<file path="config.mk">
export PLATFORM = sky130hd
export DESIGN_NAME = ripple_carry_adder
export DESIGN_NICKNAME = d
export VERILOG_FILES = /design/src/rtl/ripple_carry_adder.sv
export SDC_FILE = /design/constraint.sdc
export NUM_CORES = 1
export LEC_CHECK = 0
export ABC_AREA = 1
export BUFFER_PORTS_ARGS = -buffer_cell sky130_fd_sc_hd__clkbuf_2
export CAP_MARGIN = 25
export CORE_AREA = 4 4 41 43
export DETAILED_ROUTE_END_ITERATION = 16
export DIE_AREA = 0 0 45 47
export PLACE_DENSITY = 0.59
export SKIP_CTS_REPAIR_TIMING = 1
export SYNTH_ARGS = -nofsm -noshare
export SYNTH_HDL_FRONTEND = slang
export SYNTH_SLANG_ARGS = --single-unit
</file>
<file path="constraint.sdc">
create_clock -name i_Clk -period 4.21 [get_ports i_Clk]
set_input_delay 0.842 -clock i_Clk [delete_from_list [all_inputs] [get_ports i_Clk]]
set_output_delay 0.842 -clock i_Clk [all_outputs]
set_load 0.005 [all_outputs]
</file>
<file path="src/rtl/ripple_carry_adder.sv">
// ripple_carry_adder: WIDTH-bit adder built from a chain of 1-bit full adders, with a registered result stage
// Ports:
//   i_Clk, i_Rst_n       clock and synchronous active-low reset
//   i_A, i_B, i_Cin      operands and carry into bit 0
//   i_En                 capture enable for the registered stage
//   o_Sum, o_Cout        combinational sum and carry out of bit WIDTH-1
//   o_Sum_q, o_Cout_q    registered sum and carry
//   o_Ovf_q, o_Zero_q    registered signed overflow and sum-bits-all-zero flags
//   o_Valid_q            registered result holds a captured value
module full_adder (
    input  logic a,
    input  logic b,
    input  logic ci,
    output logic s,
    output logic co
);
    assign s  = a ^ b ^ ci;
    assign co = (a & b) | (ci & (a ^ b));
endmodule

module ripple_carry_adder #(
    parameter int WIDTH = 4
) (
    input  logic             i_Clk,
    input  logic             i_Rst_n,
    input  logic [WIDTH-1:0] i_A,
    input  logic [WIDTH-1:0] i_B,
    input  logic             i_Cin,
    input  logic             i_En,
    output logic [WIDTH-1:0] o_Sum,
    output logic             o_Cout,
    output logic [WIDTH-1:0] o_Sum_q,
    output logic             o_Cout_q,
    output logic             o_Ovf_q,
    output logic             o_Zero_q,
    output logic             o_Valid_q
);
    logic [WIDTH:0] c;
    logic           ovf;
    assign c[0] = i_Cin;
    genvar k;
    generate
        for (k = 0; k < WIDTH; k++) begin : g_bit
            full_adder u_fa (
                .a (i_A[k]),
                .b (i_B[k]),
                .ci(c[k]),
                .s (o_Sum[k]),
                .co(c[k+1])
            );
        end
    endgenerate
    assign o_Cout = c[WIDTH];
    // Signed overflow: carry into the sign bit differs from carry out of it.
    assign ovf    = c[WIDTH] ^ c[WIDTH-1];
    always_ff @(posedge i_Clk) begin
        if (!i_Rst_n) begin
            o_Sum_q   <= '0;
            o_Cout_q  <= 1'b0;
            o_Ovf_q   <= 1'b0;
            o_Zero_q  <= 1'b0;
            o_Valid_q <= 1'b0;
        end else if (i_En) begin
            o_Sum_q   <= o_Sum;
            o_Cout_q  <= o_Cout;
            o_Ovf_q   <= ovf;
            o_Zero_q  <= (o_Sum == '0);
            o_Valid_q <= 1'b1;
        end
    end
endmodule

</file>
==> results of run 1 <==
==> how the worst min path moves through the flow <==
stage,start,end,slack [ns],cells after the start
global route,o_Sum_q[0],o_Sum_q[0],0.51,2
floorplan,o_Valid_q,o_Valid_q,0.46,2
detailed placement,o_Valid_q,o_Valid_q,0.46,2
finish,o_Valid_q,o_Valid_q,0.47,2
CTS,o_Valid_q,o_Valid_q,0.47,2
global placement,o_Valid_q,o_Valid_q,0.45,2
==> power by group <==
| group | total (W) | leakage (nW) | switching, W | internal [W] |
|---|---|---|---|---|
| Sequential | 0.0000855 | 0.0664 | 0.00000339 | 0.0000821 |
| Clock | 0.0000575 | 0.0138 | 0.0000250 | 0.0000326 |
| Combinational | 0.0000539 | 0.218 | 0.0000281 | 0.0000258 |
| Total | 0.000197 | 0.298 | 0.0000565 | 0.000140 |
==> final cells by class <==
type                    instances  area, sq um  area share [%]
clock buffers                   3         22.5            4.04
inverters                       8         30.0            5.39
multi-input cells              29          205            36.9
flip-flops and latches          8          160            28.8
well taps                      15         18.8            3.37
repair buffers                 24          120            21.6
==> metal layers <==
metal  routed length [um]  vias to the layer above
met4                    0                        0
li1                     -                      194
met1                  368                      164
met5                    0                        -
met3                   65                        0
met2                  443                       11
==> state kept, by name, indices dropped and copies added, names as in the netlist <==
signal,cells
o_Valid_q,1
o_Cout_q,1
o_Sum_q,4
o_Ovf_q,1
o_Zero_q,1
==> cell families (layout without fill, tap and decap cells) <==
| family | Yosys count | after routing | share of synthesized area, % |
|---|---|---|---|
| DFF | 8 | 8 | 36.7 |
| adders and majority gates | 4 | 4 | 18.3 |
| buffers and inverters | 13 | 35 | 16.3 |
| and+or+nand+nor | 17 | 17 | 18.6 |
| AOI/OAI and AO/OA | 8 | 8 | 10.0 |
==> layout by cell type, fill, tap and decap left out <==
cell type  count
nand3_1        1
inv_1          6
nor2_1         9
a21oi_1        2
nor2_2         1
nand3_2        1
inv_2          2
dfxtp_1        8
clkbuf_4       3
a21oi_2        1
fa_1           4
nand2_1        4
clkbuf_2      24
o21ai_1        5
nor2_4         1
==> metrics by stage <==
stage          total power (W)  area [sq um]  cells
2_1_floorplan         0.000127           437     50
3_3_place_gp          0.000141           534     84
3_5_place_dp          0.000143           534     84
4_1_cts               0.000202           557     87
5_1_grt               0.000214           557     87
6_report              0.000197           557     87
==> worst register-to-register path, stage by stage, from the launching register on <==
cell     delay [ns]
dfxtp_1        0.31
nor2_2         0.07
nor2_1         0.04
nand2_1        0.05
inv_1          0.03
==> impl.org, run 1 <==
** Synth
- The cell area that synthesis handed to floorplanning was 437 sq um.
- Summing the sequential cell areas from Yosys gives 36.7% of the chip area.
- Syn Nets :: 66
- Ranked by total cell area, the synthesized netlist is headed by dfxtp_1 (37%), fa_1 (18%), nor2_1 (7.7%).
- Yosys instantiated no cell more often than nor2_1.
- For this run, the leading register cell type out of synthesis is dfxtp_1.
- Synth unique cells :: 15
- Post-Syn Instances :: 50
- Syn Area/Cell :: 8.73 sq um
- Share of the synthesized area in the top cell type :: 36.7%
- Yosys Warn Count :: 0
- Sorting the synthesized cells by how often they occur yields nor2_1 (9), dfxtp_1 (8), inv_1 (6).
- Yosys top cell by area :: dfxtp_1
- The synthesized design contains 0 enable-type register cells.
- Of all flip-flops after synthesis, the portion carrying an async set or reset was 0%.
- Flip-flop and latch count after synthesis :: 8

** Routing
- The routed layout has 369 vias.
- Post-route DRC violation count :: 0
- The first routing iteration left 9 violations.
- Avg WL per Cell :: 10.1 um
- The pre-antenna-repair detailed-routing pass consisted of 4 iterations.
- Number of nets with antenna violations after routing :: 0
- Detailed Route WL :: 877 um
- Vias per Instance :: 4.24

** Critical path
- At the worst endpoint, the arrival time is 2.87 ns.
- Critical path required time :: 3.37 ns
- Worst-path cell chain :: clkbuf_2, fa_1, fa_1, fa_1, inv_1, fa_1, inv_1, clkbuf_2
- CP startpoint :: i_A[0]
- Number of buffers and inverters on the critical path :: 4
- The worst setup path is launched from an input port.
- Worst Path Max Fanout :: 3
- The worst register-to-register path ends at o_Ovf_q.
- Worst setup path endpoint :: o_Sum[3]
- Type of the setup path with the least slack :: input port to output pin
- STA classifies the critical path endpoint as an output pin.
- The setup check on the worst reg-to-reg path leaves a slack of 3.60 ns.
- The largest individual stage delay along the critical path comes from the cell fa_1.
- Library cell appearing most often on the critical path :: fa_1
- Launch instance of the worst register-to-register path :: o_Ovf_q
- On the worst path, the slowest cell contributes a delay of 0.46 ns.
- Grouping stages by cell kind, the critical path spends the most delay in adder cells.
- Length in cells of the worst reg-to-reg path :: 4
- Depth of the critical timing path with buffers and inverters included :: 8

** Global route
- For met3 alone, demand over resource in global routing was 6.90%.
- All-Layer GR Usage :: 10.7%
- The first global-routing pass estimated 1.59 mm of wire.
- Most Used Layer, Global Route :: met2
- For this run, global-route usage on met1 was measured as 11.7%.
- The via count of the first global-routing pass came to 378.
- The initial antenna violation count is 0.
- Maximum number of pins on one net before global-route repair :: 12
- Met2 usage :: 17.8%
- After global routing the overflow that remains totals 0.

** Clock network
- Clk Latency, worst-skew pair :: 0.24 ns
- CTS built an H-tree with a depth of 1.
- Clock buffer depth :: 2
- Number of sinks handled by clock tree synthesis :: 8
- The number of clock buffers added by TritonCTS is 3.
- TritonCTS built the clock tree.
- Clock Pin Slew Worst Setup and Hold Paths :: 0.05 ns
- Clock root buffer :: clkbuf_4

** Timing
- Relative slew slack :: 84.8%
- Setup slack on the critical path of the routed design comes to 0.495 ns.
- Worst-case clock skew :: 0 ns
- Final worst-path cycle share :: 88.3%
- Minimum clock period after layout :: 3.72 ns
- Pins Over Slew Limit :: 0
- Hold violation total from the final report :: 0
- RSZ-0062 raised after global routing :: false
- Final setup violation count :: 0
- Worst Max-Slew Pin Slew :: 0.228 ns
- After routing, the total negative slack on setup checks comes to 0 ns.
- For this run, the top clock speed supported by timing is 269 MHz.
- Hold is met by 0.466 ns.

** Floorplanning
- Row generation in the floorplan step produced 13 rows.
- Die outline area :: 0.00212 sq mm
- In this run the horizontal extent of the chip is 45 um.
- 25 I/O pins were placed.
- The core region is 0.00130 sq mm.
- Starting density of the core :: 33.6%
- In this run the vertical extent of the chip is 47 um.

** Placed design
- At the end of routability-driven placement, the weighted congestion stood at 0.649.
- Detailed placement finished with a half-perimeter wire length of 760 um.
- Before CTS, the worst setup slack after placement is 0.465 ns.
- Input/output buffers :: 24

** Power and ir drop
- In this run the static leakage power is 0.298 nW.
- Power density over the cells :: 354 mW/mm^2
- The worst-case IR drop observed on VDD is 0.144 mV.

** Flow run
- # Max-Cap Violations :: 0

** Final layout
- At the end of the flow the core is filled with cells to 42.8%.
- Net count, final :: 90
- 0 antenna diodes ended up in the layout.
- Fill cells in the final layout number 153.
- The post-route netlist has 45.8% of its cells at a drive strength greater than 1.
- Relative to the synthesized area, the layout overhead comes to 27.5%.

** Status
- The flow ran to the end, and the final reports show no timing, DRC or antenna violations.

** Min path
- Class of the worst hold path :: register to register
No activity file was read; power rests on OpenSTA's default activity.
==> run 2, diff against run 1 <==
--- a/config.mk
+++ b/config.mk
@@ -5,13 +5,13 @@
 export SDC_FILE = /design/constraint.sdc
 export NUM_CORES = 1
 export LEC_CHECK = 0
-export ABC_AREA = 1
 export BUFFER_PORTS_ARGS = -buffer_cell sky130_fd_sc_hd__clkbuf_2
 export CAP_MARGIN = 25
 export CORE_AREA = 4 4 41 43
+export CTS_CLUSTER_SIZE = 25
 export DETAILED_ROUTE_END_ITERATION = 16
 export DIE_AREA = 0 0 45 47
-export PLACE_DENSITY = 0.59
+export PLACE_DENSITY = 0.58
 export SKIP_CTS_REPAIR_TIMING = 1
 export SYNTH_ARGS = -nofsm -noshare
 export SYNTH_HDL_FRONTEND = slang
==> impl.org, run 2 <==
** Routing
- Post-route DRC violation count :: 0 (unchanged)
- The post-detailed-route wirelength per cell was 10.9 um (+8.6%).
- The detailed-routing iteration count for the pre-antenna-repair pass came to 1 (-3).
- Vias per Instance :: 4.31 (+1.7%)
- The remaining number of nets flagged by the antenna check after routing was 0 (unchanged).
- The starting DRC count in detailed routing was 0 (-9).
- Detailed Route WL :: 843 um (-3.9%)
- The detailed-route via count was 332 (-10%).

** Timing
- The final setup skew was 0 ns (unchanged).
- Pins Over Slew Limit :: 0 (unchanged)
- The transition time of the tightest slew-check pin is 0.222 ns (-0.00662 ns).
- The achievable clock frequency was 269 MHz (about the same).
- Final worst-path cycle share :: 88.2% (about the same)
- RSZ-0062 raised after global routing :: false
- The minimum clock period after layout is 3.71 ns (-0.000874 ns).
- The setup violation total in the final timing report was 0 (unchanged).
- The relative slew slack came to 85.2% (+0.44 points).
- The worst setup slack after layout is 0.495 ns (+0.000874 ns).
- The final hold violation count came to 0 (unchanged).
- Sum of negative setup slack :: 0 ns (unchanged)

** Clock network
- TritonCTS built the clock tree.
- Clock root buffer :: clkbuf_4
- Clk Latency, worst-skew pair :: 0.25 ns (about the same)
- Number of sinks handled by clock tree synthesis :: 8 (unchanged)
- Clock Pin Slew Worst Setup and Hold Paths :: 0.05 ns (about the same)
- CTS Buf Count :: 3 (unchanged)
- Clock buffer depth :: 2 (unchanged)
- Number of H-tree branching levels :: 1 (unchanged)

** Critical path
- Type of the setup path with the least slack :: input port to output pin
- WP data arrival :: 2.87 ns (about the same)
- STA classifies the critical path endpoint as an output pin.
- Startpoint class of the critical path :: input port
- Worst Path Max Fanout :: 3 (unchanged)
- The worst path required time was 3.37 ns (about the same).

** Synth
- Share of the synthesized area in the top cell type :: 37.3% (+0.64 points)
- Netlist area before placement :: 429 sq um (-1.7%)
- Yosys top cell by area :: dfxtp_1
- For this run, the leading register cell type out of synthesis is dfxtp_1.
- Syn Nets :: 57 (-14%)
- Post-Syn Instances :: 41 (-18%)
- The number of enable-type register cells in the synthesized netlist was 0 (unchanged).
- The number of warnings reported in the yosys synthesis log came to 0 (unchanged).
- The most common cell in the synthesized netlist is dfxtp_1.
- Syn Area/Cell :: 10.5 sq um (+20%)
- Seq/Total Area, Yosys :: 37.3% (+0.64 points)
- The commonest cells after synthesis are dfxtp_1 (8), inv_1 (5), buf_4 (4), fa_1 (4).
- The synthesis-stage register bit count was 8 (unchanged).
- Synth unique cells :: 16 (+1)
- The fraction of synthesis flops using an asynchronous set or reset pin is 0% (unchanged).
- Largest cells by area after synthesis :: dfxtp_1 (37%), fa_1 (19%), mux2i_1 (7.0%)

** Placed design
- The total placed cells including tap cells came to 74 (-12%).
- Placed standard-cell area :: 529 sq um (-0.94%)
- Half-perimeter wire length of the detailed placement result :: 735 um (-3.4%)
- The worst slack at placement came to 0.465 ns (+0.0000290 ns).
- The count of buffers inserted at the top-level ports was 24 (unchanged).
- Final Wtd Congestion :: 0.671 (+3.3%)

** Floorplanning
- Die width :: 45 um (unchanged)
- Ports placed on the boundary :: 25 (unchanged)
- Die outline area :: 0.00212 sq mm (unchanged)
- Starting density of the core :: 33.0% (-0.58 points)
- The row count came to 13 (unchanged).
- The vertical extent of the die was 47 um (unchanged).
- The area of the core region came to 0.00130 sq mm (unchanged).

** Power and ir drop
- The static power due to leakage came to 0.301 nW (+1.1%).
- Power density over the cells :: 353 mW/mm^2 (-0.33%)
- The overall power after layout came to 0.000195 W (-1.2%).
- Maximum VDD drop :: 0.216 mV (+50%)

** Global route
- Wire length of the first global-routing pass :: 1.39 mm (-12%)
- The global router's overall resource usage was 9.32% (-1.4 points).
- The largest net degree at the start of global routing came to 12 (unchanged).
- Vias in the first global route :: 316 (-16%)
- Initial antenna violation count :: 0 (unchanged)
- Total congestion overflow after global routing :: 0 (unchanged)

** Final layout
- The flip-flop count of the largest register, all copies and words added was 4 (unchanged).
- Fraction of layout instances using a drive strength above 1 :: 43.5% (-2.3 points)
- Ranked by flip-flop count, first place goes to o_Sum_q.
- Most common cell after layout, fill and taps aside :: clkbuf_2
- Area added between synthesis and finish :: 28.6%
- Ant diodes :: 0 (unchanged)
- The design area came to 552 sq um (-0.90%).
- In the layout the commonest cells are clkbuf_2 (24), dfxtp_1 (8), inv_1 (5).
- The final net count was 80 (-11%).
- The filler-free cell count of the finished design came to 77 (-11%).

** Status
- The run finished with clean final reports.

** Min path
- Class of the worst hold path :: register to register

** Flow run
- # Max-Cap Violations :: 0 (unchanged)
run 2: cell count changes after synthesis, moves of 2 or more:
| cell | change |
|---|---|
| o21ai_1 | -4 |
| nor2_1 | -9 |
| mux2i_1 | +3 |
| nor2b_1 | +3 |
| nand3b_1 | +2 |
| inv_2 | -2 |
| o211a_1 | +2 |
| a21oi_1 | -2 |
run 2: worst paths after layout:
| check | slack (ns) | cells after the start | to | startpoint |
|---|---|---|---|---|
| setup / recovery | 0.50 | 8 | o_Sum[3] | i_A[0] |
| hold / removal | 0.45 | 1 | o_Valid_q | o_Valid_q |
| setup reg to reg | 3.59 | 1 | o_Sum_q[3] | o_Sum_q[3] |
| hold reg to reg | 0.45 | 1 | o_Valid_q | o_Valid_q |
run 2: metal layers:
layer	vias up	GRT usage, %	wire length [um]
li1	169	-	-
met1	148	11.2	325
met2	15	14.4	419
met3	0	5.75	97
met4	0	1.75	0
met5	-	0	0
run 2: cell families (layout without fill, tap and decap cells):
kind of cell             after synthesis  in the layout  synth area share (%)
buffers and inverters                 11             32                  13.4
AND/OR/NAND/NOR                        9              9                  12.8
flip-flops                             8              8                  37.3
AO/OA/AOI/OAI                          5              5                  8.74
adder cells (fa/ha/maj)                4              4                  18.7
multiplexers                           3              3                  7.00
XOR/XNOR                               1              1                  2.04
run 2: final cells by class:
cell class / instances / area [sq um]
Clock buffer: 3 / 22.5
Fill cell: 158 / 749
Inverter: 5 / 18.8
Multi-Input combinational cell: 22 / 211
Sequential cell: 8 / 160
Tap cell: 15 / 18.8
Timing Repair Buffer: 24 / 120
run 2: where the power goes:
group | switching, W | internal [W] | total, W
logic | 0.0000243 | 0.0000271 | 0.0000514
clock network | 0.0000248 | 0.0000325 | 0.0000574
registers | 0.00000330 | 0.0000825 | 0.0000858
total | 0.0000524 | 0.000142 | 0.000195
run 2: stage by stage:
stage | util [%] | hold WS, ns
floorplan | - | 0.451
global placement | 40.7 | 0.440
detailed placement | 40.7 | 0.445
CTS | 42.4 | 0.457
global route | 42.4 | 0.484
finish | 42.4 | 0.452
run 2: critical path, cell delays in order:
cell,delay (ns)
clkbuf_2,0.09
fa_1,0.43
fa_1,0.40
fa_1,0.41
inv_1,0.08
fa_1,0.45
inv_1,0.07
clkbuf_2,0.10
